### src/rtl/fifo_word_unpacker.sv
// rtl/fifo_word_unpacker.sv - pops 32-bit FIFO words and streams them as four byte beats (option: UNPACK_MSB_FIRST_EN)
module fifo_word_unpacker #(
    parameter int CNT_W = 16
) (
    input  logic             clk,
    input  logic             rst,
    input  logic             fifo_empty,
    input  logic [31:0]      fifo_data,
    output logic             fifo_rd_en,
    output logic [7:0]       m_data,
    output logic             m_valid,
    input  logic             m_ready,
    output logic             m_last,
    output logic             busy,
    output logic [CNT_W-1:0] word_cnt
);

    typedef enum logic [1:0] {
        ST_IDLE  = 2'd0,
        ST_FETCH = 2'd1,
        ST_SEND  = 2'd2
    } state_t;

    state_t             state_q, state_d;
    logic [1:0]         idx_q, idx_d;
    logic [31:0]        hold_q, hold_d;
    logic [CNT_W-1:0]   cnt_q, cnt_d;

    logic               sending;
    logic               handshake;
    logic               last_beat;
    logic [1:0]         byte_sel;

    assign sending   = (state_q == ST_SEND);
    assign handshake = sending && m_ready;
    assign last_beat = (idx_q == 2'd3);

    // Pop request: only one pop in flight, issued from IDLE or on the edge that retires beat 3
    always_comb begin
        fifo_rd_en = rst && !fifo_empty &&
                     ((state_q == ST_IDLE) || (sending && last_beat && m_ready));
    end

    // Byte lane selected by the beat index; the build option reverses the lane order
    always_comb begin
`ifdef UNPACK_MSB_FIRST_EN
        byte_sel = 2'd3 - idx_q;
`else
        byte_sel = idx_q;
`endif
    end

    // Stream outputs decode only registered state, so m_ready never reaches them combinationally
    always_comb begin
        m_valid  = sending;
        m_last   = sending && last_beat;
        busy     = (state_q == ST_FETCH) || sending;
        word_cnt = cnt_q;
        m_data   = 8'h00;
        if (sending) begin
            case (byte_sel)
                2'd0:    m_data = hold_q[7:0];
                2'd1:    m_data = hold_q[15:8];
                2'd2:    m_data = hold_q[23:16];
                default: m_data = hold_q[31:24];
            endcase
        end
    end

    // Next-state logic: IDLE waits for a pop, FETCH captures the read data, SEND walks four beats
    always_comb begin
        state_d = state_q;
        idx_d   = idx_q;
        hold_d  = hold_q;
        cnt_d   = cnt_q;
        case (state_q)
            ST_IDLE: begin
                if (fifo_rd_en) begin
                    state_d = ST_FETCH;
                end
            end
            ST_FETCH: begin
                hold_d  = fifo_data;
                idx_d   = 2'd0;
                state_d = ST_SEND;
            end
            ST_SEND: begin
                if (handshake) begin
                    if (last_beat) begin
                        cnt_d   = cnt_q + {{(CNT_W-1){1'b0}}, 1'b1};
                        state_d = fifo_rd_en ? ST_FETCH : ST_IDLE;
                    end else begin
                        idx_d = idx_q + 2'd1;
                    end
                end
            end
            default: begin
                state_d = ST_IDLE;
            end
        endcase
    end

    // State registers; reset discards any partially sent word
    always_ff @(posedge clk) begin
        if (!rst) begin
            state_q <= ST_IDLE;
            idx_q   <= 2'd0;
            hold_q  <= 32'h0;
            cnt_q   <= '0;
        end else begin
            state_q <= state_d;
            idx_q   <= idx_d;
            hold_q  <= hold_d;
            cnt_q   <= cnt_d;
        end
    end

endmodule

### config.mk
export PLATFORM = sky130hd
export DESIGN_NAME = fifo_word_unpacker
export DESIGN_NICKNAME = d
export VERILOG_FILES = /design/src/rtl/fifo_word_unpacker.sv
export SDC_FILE = /design/constraint.sdc
export NUM_CORES = 1
export LEC_CHECK = 0
export ABC_AREA = 0
export CAP_MARGIN = 10
export CORE_ASPECT_RATIO = 1.2
export CORE_UTILIZATION = 50
export CTS_CLUSTER_DIAMETER = 200
export CTS_CLUSTER_SIZE = 14
export DETAILED_ROUTE_END_ITERATION = 8
export HOLD_SLACK_MARGIN = 0.02
export PLACE_DENSITY = 0.82
export SLEW_MARGIN = 20
export SYNTH_ARGS = -nofsm -noshare
export SYNTH_HDL_FRONTEND = slang
export SYNTH_SLANG_ARGS = --single-unit
### constraint.sdc
create_clock -name clk -period 4.8 [get_ports clk]
set_input_delay 0.72 -clock clk [delete_from_list [all_inputs] [get_ports clk]]
set_output_delay 0.72 -clock clk [all_outputs]
set_load 0.1 [all_outputs]
* After elaboration in Yosys (flattened, before gate mapping)
Index checks and enable logic that the tools add are counted.
** Cells by class
- Add/subtract/negate cells :: 2
- Multiply operators :: 0
- Divide/modulo/power cells :: 0
- Order comparisons :: 0
- Equal/unequal tests :: 9
- Shifts and indexed selects :: 0
- Muxes and demuxes :: 10
- Bitwise operators :: 0
- Reductions and logical operators :: 14
** Operators by type and width (number)
- case mux 8 bit (3 select lines) :: 1
- adder 16 x 1 -> 16 bit (second input constant) :: 1
- 2-to-1 mux 2 bit :: 5
- AND reduction 3 bit :: 3
- 2-to-1 mux 8 bit :: 1
- == test 2 bit (second input constant) :: 3
- case mux 2 bit (3 select lines) :: 1
- logical AND 1 bit :: 5
- == test 2 x 1 -> 1 bit (second input constant) :: 2
- zero test 2 bit :: 2
- inequality test 2 x 1 -> 1 bit (second input constant) :: 2
- inequality test 2 bit (second input constant) :: 2
- case mux 2 bit (2 select lines) :: 1
- adder 2 x 1 -> 2 bit (second input constant) :: 1
- logical OR 1 bit :: 2
- nonzero test 2 bit :: 1
- zero test 1 bit :: 1
- 2-to-1 mux 1 bit :: 1
** Word-level totals
- Bits in registers :: 52
- Latch bits :: 0
- Memory bits (writable) :: 0
- ROM bits :: 0
- Input bits :: 36
- Output and inout bits :: 28
- Word-level logic and storage cells :: 39
- Memories :: 0

* Longest topological paths before layout
Gate-level depths: netlist of the first run.
- Depth in word-level cells :: 9
- Gate-level depth with buffers :: 7

* Worst setup path after synthesis of the first run
OpenSTA, ideal clock, no wires.
- Kind :: flip-flop to output port
- Start :: reg state_q[0]
- End :: out m_data[0]
- Arrival :: 3.143 ns
- Data required time :: 4.080 ns
- Slack :: 0.937 ns
- Stages on the path, launching flop included :: 5
- Buffers on the path :: 0
- Cells stage by stage :: dfxtp_1 -> inv_1 -> ha_1 -> clkinv_1 -> nor2_1
** On the way
- Longest elaborated chain between the ends :: 2
** Ends and longest elaborated chain
- start: declaration :: RTL line 24 : state_t state_q, state_d;
- start signal: assignment :: RTL line 111 : state_q <= state_d;
- == test 2 bit :: RTL line 34 : assign sending = (state_q == ST_SEND);
- named net m_valid :: RTL line 11 : output logic m_valid,
- 2-to-1 mux 8 bit :: RTL line 60 : if (sending) begin
- end: declaration :: RTL line 10 : output logic [7:0] m_data,
The timed path passes the listed nets, and every way through them passes these cells.

* Final worst setup path of the first run
- Start :: reg idx_q[0] (netlist: byte_sel[0])
- End :: out m_data[1]
** On the way
- Longest elaborated chain between the ends :: 3
** Ends and longest elaborated chain
- start: declaration :: RTL line 25 : logic [1:0] idx_q, idx_d;
- start signal: assignment :: RTL line 112 : idx_q <= idx_d;
- == test 2 bit (tied with other cells) :: RTL line 61 : case (byte_sel)
- case mux 8 bit (3 select lines) (*) :: RTL line 61
- 2-to-1 mux 8 bit (*) :: RTL line 60
Mark *: on every way between the ends. The rest lies on a longest branch, timed or not.

==> results.md, run 1 <==
- WHS Path Cells: 2
- Critical-path top delay cell: clkdlybuf4s50_1
- GRT Resource Usage Total: 0.218
- Clock share of power: 0.293
- CTS Buf Count: 5
- Post-synth EDFFs: 0
- Wire per inst: 13.3 microns
- Total grt overflow: 0
- Antenna violations before repair: 0
- Total number of clock tree sinks: 52
- Worst rel slew slack: 0.340
- Die height: 77.4 microns
- Critical path class: flip-flop to output pin
- Critical Path RT: 4.08 ns
- DR vias: 2034
- Final HPWL DP: 3550 microns
- CP Capture Type: output pin
- Skew-Pair Late Insertion Delay: 0.31 ns
- Hold_buf cts: 0
- Area delta synth->final: 31.3%
- Diode count: 0
- Logic pwr share: 0.189
- CP delay by family, top: buffers and inverters
- Syn_area_per_cell: 9.10 sq um
- Port bufs: 63
- Synth Flop Type: dfxtp_1
- CP arrival: 2.90 ns
- Outcome: complete, no violations
- Crit Path Max Fanout: 8
- Post CTS Setup Buffer Count: 0
- Vias in the first global route: 1897
- CTS tree: built
- Post-synthesis cell type count: 35
- Fillers: 389
- Internal Power: 0.000654 W
- Max Slew Vio Count: 0
- Initial Utilization: 0.519
- Vias per inst: 5.42
- Routability cong.: 0.795
- Switch share: 0.281
- Core ar.: 0.00456 sq mm
- Actual slew at the worst max-slew pin: 0.990 ns
- Pleak: 1.14 nW
- Yosys reg bits: 52
- Die Area: 0.00501 sq mm
- Crit path buffers/inverters: 2
- Net Switching: 0.000255 W
- PwrDens: 292 mW/mm^2
- Max Cap Viol: 0
- Longest Clk Path Bufs: 2
- FF-to-FF setup slack: 2.74 ns
- First-pass GRT wire length: 8630 microns
- Worst hold start: word_cnt[9]$_SDFFE_PN0P_
- Row count: 27
- Final ANT Viol Nets: 0
- RR Startpoint: state_q[0]$_SDFFE_PN0P_
- Final #Nets: 363
- Worst Skew: 0.00497 ns
- # H-tree levels: 2
- Final min period: 3.62 ns
- # DRC: 0
- Async SR Flop Fraction: 0
- Critical R2R Capture: word_cnt[15]$_SDFFE_PN0P_
- DR iter-0 viols: 148
- Startpoint types: flip-flop
- Share of layout cells above drive strength 1: 0.0536
- Synth Net Count: 307
- Most common cell on crit path: nor2_1
- Worst-case reg-to-reg path depth: 6
- CP max stage delay: 0.97 ns
- CTS clock-pin slew for the worst setup and hold paths: 0.09 ns
- Die span in x: 64.8 microns
- Post-synthesis instance area: 0.00237 sq mm
- Post-CTS Resized: 0
- RSZ-0062 raised after global routing: false
- Setup_tns: 0 ns
- Num ports: 64
- Cells after Synth: 260
- Max Freq: 0.276 GHz
- Fin. Hold Viols: 0
- Flop pwr share: 0.518
- Root Buffer: clkbuf_8
- Final Setup Violations: 0
- Hold Path Class: flip-flop to flip-flop
- Hold endpoint: word_cnt[9]$_SDFFE_PN0P_
- Final setup margin: 1.18 ns
- Final Core Density: 0.681
- Yosys warning count: 0
- Total power: 0.000908 W
- Final worst-path cycle share: 0.754
- DRT Pass-1 Iters: 4
- Pin count of the biggest net entering global routing: 45
- Peak VDD IR: 189 uV
- Seq/Total Area, Yosys: 0.440
- WL final: 4970 microns
- Critical path, cell by cell: inv_1 -> ha_1 -> a222oi_1 -> nor2_1 -> a21oi_1 -> nor2_1 -> clkdlybuf4s50_1
- Dpl ws: 1.54 ns
[metrics by stage]
stage	instances	instance area, sq um	hold WS, ns
after global placement	367	3010	0.465
after CTS	375	3110	0.499
after detailed placement	367	3010	0.485
after floorplan	260	2370	0.459
final	375	3110	0.496
after global routing	375	3110	0.536
[worst max-delay path by stage]
stage / endpoint / slack (ns) / depth (start not counted) / startpoint
after global placement: m_data[1] / 1.60 / 7 / byte_sel[0]$_SDFFE_PN0P_
after CTS: m_data[1] / 1.12 / 7 / byte_sel[0]$_SDFFE_PN0P_
after floorplan: m_data[0] / 0.94 / 4 / state_q[0]$_SDFFE_PN0P_
after detailed placement: m_data[1] / 1.54 / 7 / byte_sel[0]$_SDFFE_PN0P_
after global routing: m_data[1] / 1.02 / 7 / byte_sel[0]$_SDFFE_PN0P_
final: m_data[1] / 1.18 / 7 / byte_sel[0]$_SDFFE_PN0P_
[cell type report]
class                           instances  area (sq um)  share of cell area
Clock inverter                          2          13.8             0.00443
Sequential cell                        52          1040               0.335
Tap cell                               58          72.6              0.0234
Clock buffer                            6          82.6              0.0266
Inverter                                7          26.3             0.00846
Multi-Input combinational cell        186          1230               0.397
Timing Repair Buffer                   64           636               0.205
[power groups by stage]
stage	combinational, W	clock, W	sequential [W]
after floorplan	0.000121	0	0.000475
after global placement	0.000169	0	0.000480
after detailed placement	0.000172	0	0.000481
after CTS	0.000172	0.000273	0.000471
after global routing	0.000187	0.000289	0.000474
final	0.000171	0.000266	0.000471
[worst register-to-register path: stages, from the launching register on]
cell and delay, ns:
dfxtp_1 0.35, inv_1 0.10, ha_1 0.29, and3_1 0.45, nand3_4 0.16, or4_1 0.49, a21oi_1 0.15
[sequential cells by signal, summed over array words and instances (netlist names)]
name	flops
hold_q	32
word_cnt	16
byte_sel	2
state_q	2
[cell usage after synthesis, types with 3 or more instances]
| library cell | n | area share |
|---|---|---|
| nor2_1 | 63 | 0.10 |
| dfxtp_1 | 52 | 0.44 |
| mux2i_1 | 34 | 0.14 |
| a21oi_1 | 16 | 0.034 |
| ha_1 | 11 | 0.058 |
| clkbuf_1 | 10 | 0.016 |
| a222oi_1 | 8 | 0.034 |
| nand2_1 | 8 | 0.013 |
| nand4_1 | 6 | 0.016 |
| o21ai_0 | 6 | 0.013 |
| xor2_1 | 6 | 0.022 |
| inv_1 | 5 | 0.0079 |
| nand3_1 | 5 | 0.011 |
| buf_2 | 3 | 0.0063 |
| or3_1 | 3 | 0.0079 |
[cells by family (layout without fill, tap and decap cells)]
| family | after synthesis | after routing | synth area share |
|---|---|---|---|
| compound gates | 34 | 34 | 0.0941 |
| xor+xnor | 8 | 8 | 0.0296 |
| fa+ha+maj | 11 | 11 | 0.0582 |
| buf+inv | 22 | 79 | 0.0397 |
| flops | 52 | 52 | 0.440 |
| mux | 34 | 34 | 0.144 |
| simple gates | 99 | 99 | 0.195 |
[routing by layer]
| layer | GRT usage | share of wire | vias up |
|---|---|---|---|
| met5 | 0 | 0 | - |
| met4 | 0.0689 | 0.017 | 0 |
| met2 | 0.361 | 0.49 | 66 |
| met1 | 0.282 | 0.45 | 943 |
| li1 | - | - | 1017 |
| met3 | 0.0397 | 0.041 | 8 |
[layout by cell type, fill, tap and decap left out, drive strengths merged]
master | synthesis | routed
a21oi | 16 | 16
a222oi | 8 | 8
a22oi | 1 | 1
and2 | 2 | 2
and3 | 3 | 3
and4 | 2 | 2
buf | 5 | 2
clkbuf | 10 | 6
clkdlybuf4s50 | 0 | 62
clkinv | 2 | 3
dfxtp | 52 | 52
ha | 11 | 11
inv | 5 | 6
mux2i | 34 | 34
nand2 | 8 | 8
nand2b | 1 | 1
nand3 | 6 | 6
nand4 | 6 | 6
nor2 | 63 | 63
nor2b | 1 | 1
nor4 | 1 | 1
o21ai | 6 | 6
o21bai | 1 | 1
o31ai | 1 | 1
o32a | 1 | 1
or3 | 4 | 4
or4 | 2 | 2
xnor2 | 2 | 2
xor2 | 6 | 6
No activity file was read; power rests on OpenSTA's default activity.
==> run 2, diff against run 1 <==
Settings changed: CORE_UTILIZATION 50 to 48, PLACE_DENSITY 0.82 to 0.8.
Clock period 4.8 ns to 3.6 ns, I/O delays scaled along.
==> results.md, run 2 (same netlist as run 1, synthesis figures left out) <==
- Root Buffer: clkbuf_8 (unchanged)
- Num ports: 64 (unchanged)
- Final HPWL DP: 3660 microns (was 3550 microns)
- Skew-Pair Late Insertion Delay: 0.30 ns (was 0.31 ns)
- Final #Nets: 363 (unchanged)
- Largest Register: hold_q (unchanged)
- Die span in x: 66.1 microns (was 64.8 microns)
- Commonest non-fill, non-tap cell in the layout: nor2_1 (unchanged)
- Share of layout cells above drive strength 1: 0.0825 (was 0.0536)
- GRT Resource Usage Total: 0.212 (was 0.218)
- Hold_buf cts: 0 (unchanged)
- Most frequent cells in the layout: nor2_1, dfxtp_1, clkdlybuf4s50_1 (was nor2_1, clkdlybuf4s50_1, dfxtp_1)
- Vias per inst: 5.44 (was 5.42)
- Row count: 27 (unchanged)
- RSZ-0062 raised after global routing: false (unchanged)
- Final min period: 2.73 ns
- Initial Utilization: 0.508 (was 0.519)
- Vias in the first global route: 1890 (was 1897)
- Max reg flops: 32 (unchanged)
- # DRC: 0 (unchanged)
- Outcome: complete, no violations (unchanged)
- Longest Clk Path Bufs: 2 (unchanged)
- Pleak: 1.16 nW (was 1.14 nW)
- Total grt overflow: 0 (unchanged)
- Peak VDD IR: 294 uV (was 189 uV)
- Worst rel slew slack: 0.336 (was 0.340)
- Diode count: 0 (unchanged)
- Total number of clock tree sinks: 52 (unchanged)
- Max Cap Viol: 0 (unchanged)
- Setup_tns: 0 ns (unchanged)
- PwrDens: 401 mW/mm^2 (was 292 mW/mm^2)
- DRT Pass-1 Iters: 7 (was 4)
- Max Freq: 0.366 GHz
- Final worst-path cycle share: 0.758
- CP Capture Type: output pin (unchanged)
- Hold Path Class: flip-flop to flip-flop (unchanged)
- Area after DPL: 0.00298 sq mm (was 0.00301 sq mm)
- First-pass GRT wire length: 8510 microns (was 8630 microns)
- Critical Path RT: 3.06 ns (was 4.08 ns)
- Area delta synth->final: 30.2% (was 31.3%)
- Pin count of the biggest net entering global routing: 33 (was 45)
- Post CTS Setup Buffer Count: 0 (unchanged)
- Total power: 0.00123 W (was 0.000908 W)
- Crit Path Max Fanout: 8 (unchanged)
- Final ANT Viol Nets: 0 (unchanged)
- Core ar.: 0.00466 sq mm (was 0.00456 sq mm)
- Antenna violations before repair: 0 (unchanged)
- Critical path class: flip-flop to output pin (unchanged)
- Final Setup Violations: 0 (unchanged)
- Worst Skew: 0.00488 ns (was 0.00497 ns)
- DR vias: 2030 (was 2034)
- Max Slew Vio Count: 0 (unchanged)
- DR iter-0 viols: 125 (was 148)
- CTS tree: built (unchanged)
- Fin. Hold Viols: 0 (unchanged)
- Die Area: 0.00522 sq mm (was 0.00501 sq mm)
- Wire per inst: 13.7 microns (was 13.3 microns)
- Design Area, Final: 0.00308 sq mm (was 0.00311 sq mm)
- Startpoint types: flip-flop (unchanged)
- Port bufs: 63 (unchanged)
- CTS Buf Count: 5 (unchanged)
- Actual slew at the worst max-slew pin: 0.995 ns (was 0.990 ns)
- # H-tree levels: 2 (unchanged)
- WL final: 5090 microns (was 4970 microns)
- CTS clock-pin slew for the worst setup and hold paths: 0.09 ns (about the same)
- CP arrival: 2.19 ns (was 2.90 ns)
- Routability cong.: 0.793 (was 0.795)
- Die height: 78.9 microns (was 77.4 microns)
- Post-CTS Resized: 0 (unchanged)
-- run 2: cell count changes in the layout (fill, tap and decap cells not counted), sizes merged --
cell	before	now
buf	2	13
clkdlybuf4s50	62	51
bufinv	0	1
clkbuf	6	5
clkinv	3	2
inv	6	5
-- run 2: worst max-delay path: stages, from the launching register on --
cell and delay, ns:
dfxtp_1 0.43, inv_1 0.11, ha_1 0.33, a222oi_1 0.50, nor2_1 0.08, a21oi_1 0.14, nor2_1 0.06, buf_4 0.23
-- run 2: path summary, 6_finish.rpt --
| kind | from | to | slack (ns) | depth (start not counted) |
|---|---|---|---|---|
| worst max register to register | state_q[0]$_SDFFE_PN0P_ | word_cnt[15]$_SDFFE_PN0P_ | 1.46 | 6 |
| worst min register to register | word_cnt[15]$_SDFFE_PN0P_ | word_cnt[15]$_SDFFE_PN0P_ | 0.49 | 2 |
| worst max-delay path | byte_sel[0]$_SDFFE_PN0P_ | m_data[3] | 0.87 | 7 |
| worst min-delay path | word_cnt[15]$_SDFFE_PN0P_ | word_cnt[15]$_SDFFE_PN0P_ | 0.49 | 2 |
-- run 2: power by group --
group / switching, W / internal [W] / leakage [nW]
registers: 0.0000190 / 0.000607 / 0.423
logic: 0.000123 / 0.000105 / 0.685
clock network: 0.000181 / 0.000200 / 0.0501
total: 0.000323 / 0.000912 / 1.16
-- run 2: cell type report --
class | count | area [sq um]
inverters | 7 | 26.3
repair buffers | 64 | 608
fillers | 428 | 1580
clock buffers | 5 | 68.8
multi-input cells | 186 | 1230
clock inverters | 1 | 30.0
well taps | 58 | 72.6
flip-flops and latches | 52 | 1040
-- run 2: metal layers --
layer | global-route usage | routed length (microns) | vias to the layer above
li1 | - | - | 1008
met5 | 0 | 0 | -
met2 | 0.378 | 2590 | 61
met1 | 0.244 | 2190 | 955
met3 | 0.0603 | 267 | 6
met4 | 0.0553 | 48 | 0
-- run 2: per-stage QoR --
stage          cells   util  worst slack, ns  hold slack, ns
2_1_floorplan    260      -          -0.0825           0.459
5_1_grt          373  0.661            0.728           0.528
6_report         373  0.661            0.871           0.490
4_1_cts          373  0.661            0.874           0.499
3_5_place_dp     367  0.640             1.09           0.485
3_3_place_gp     367  0.640             1.14           0.474
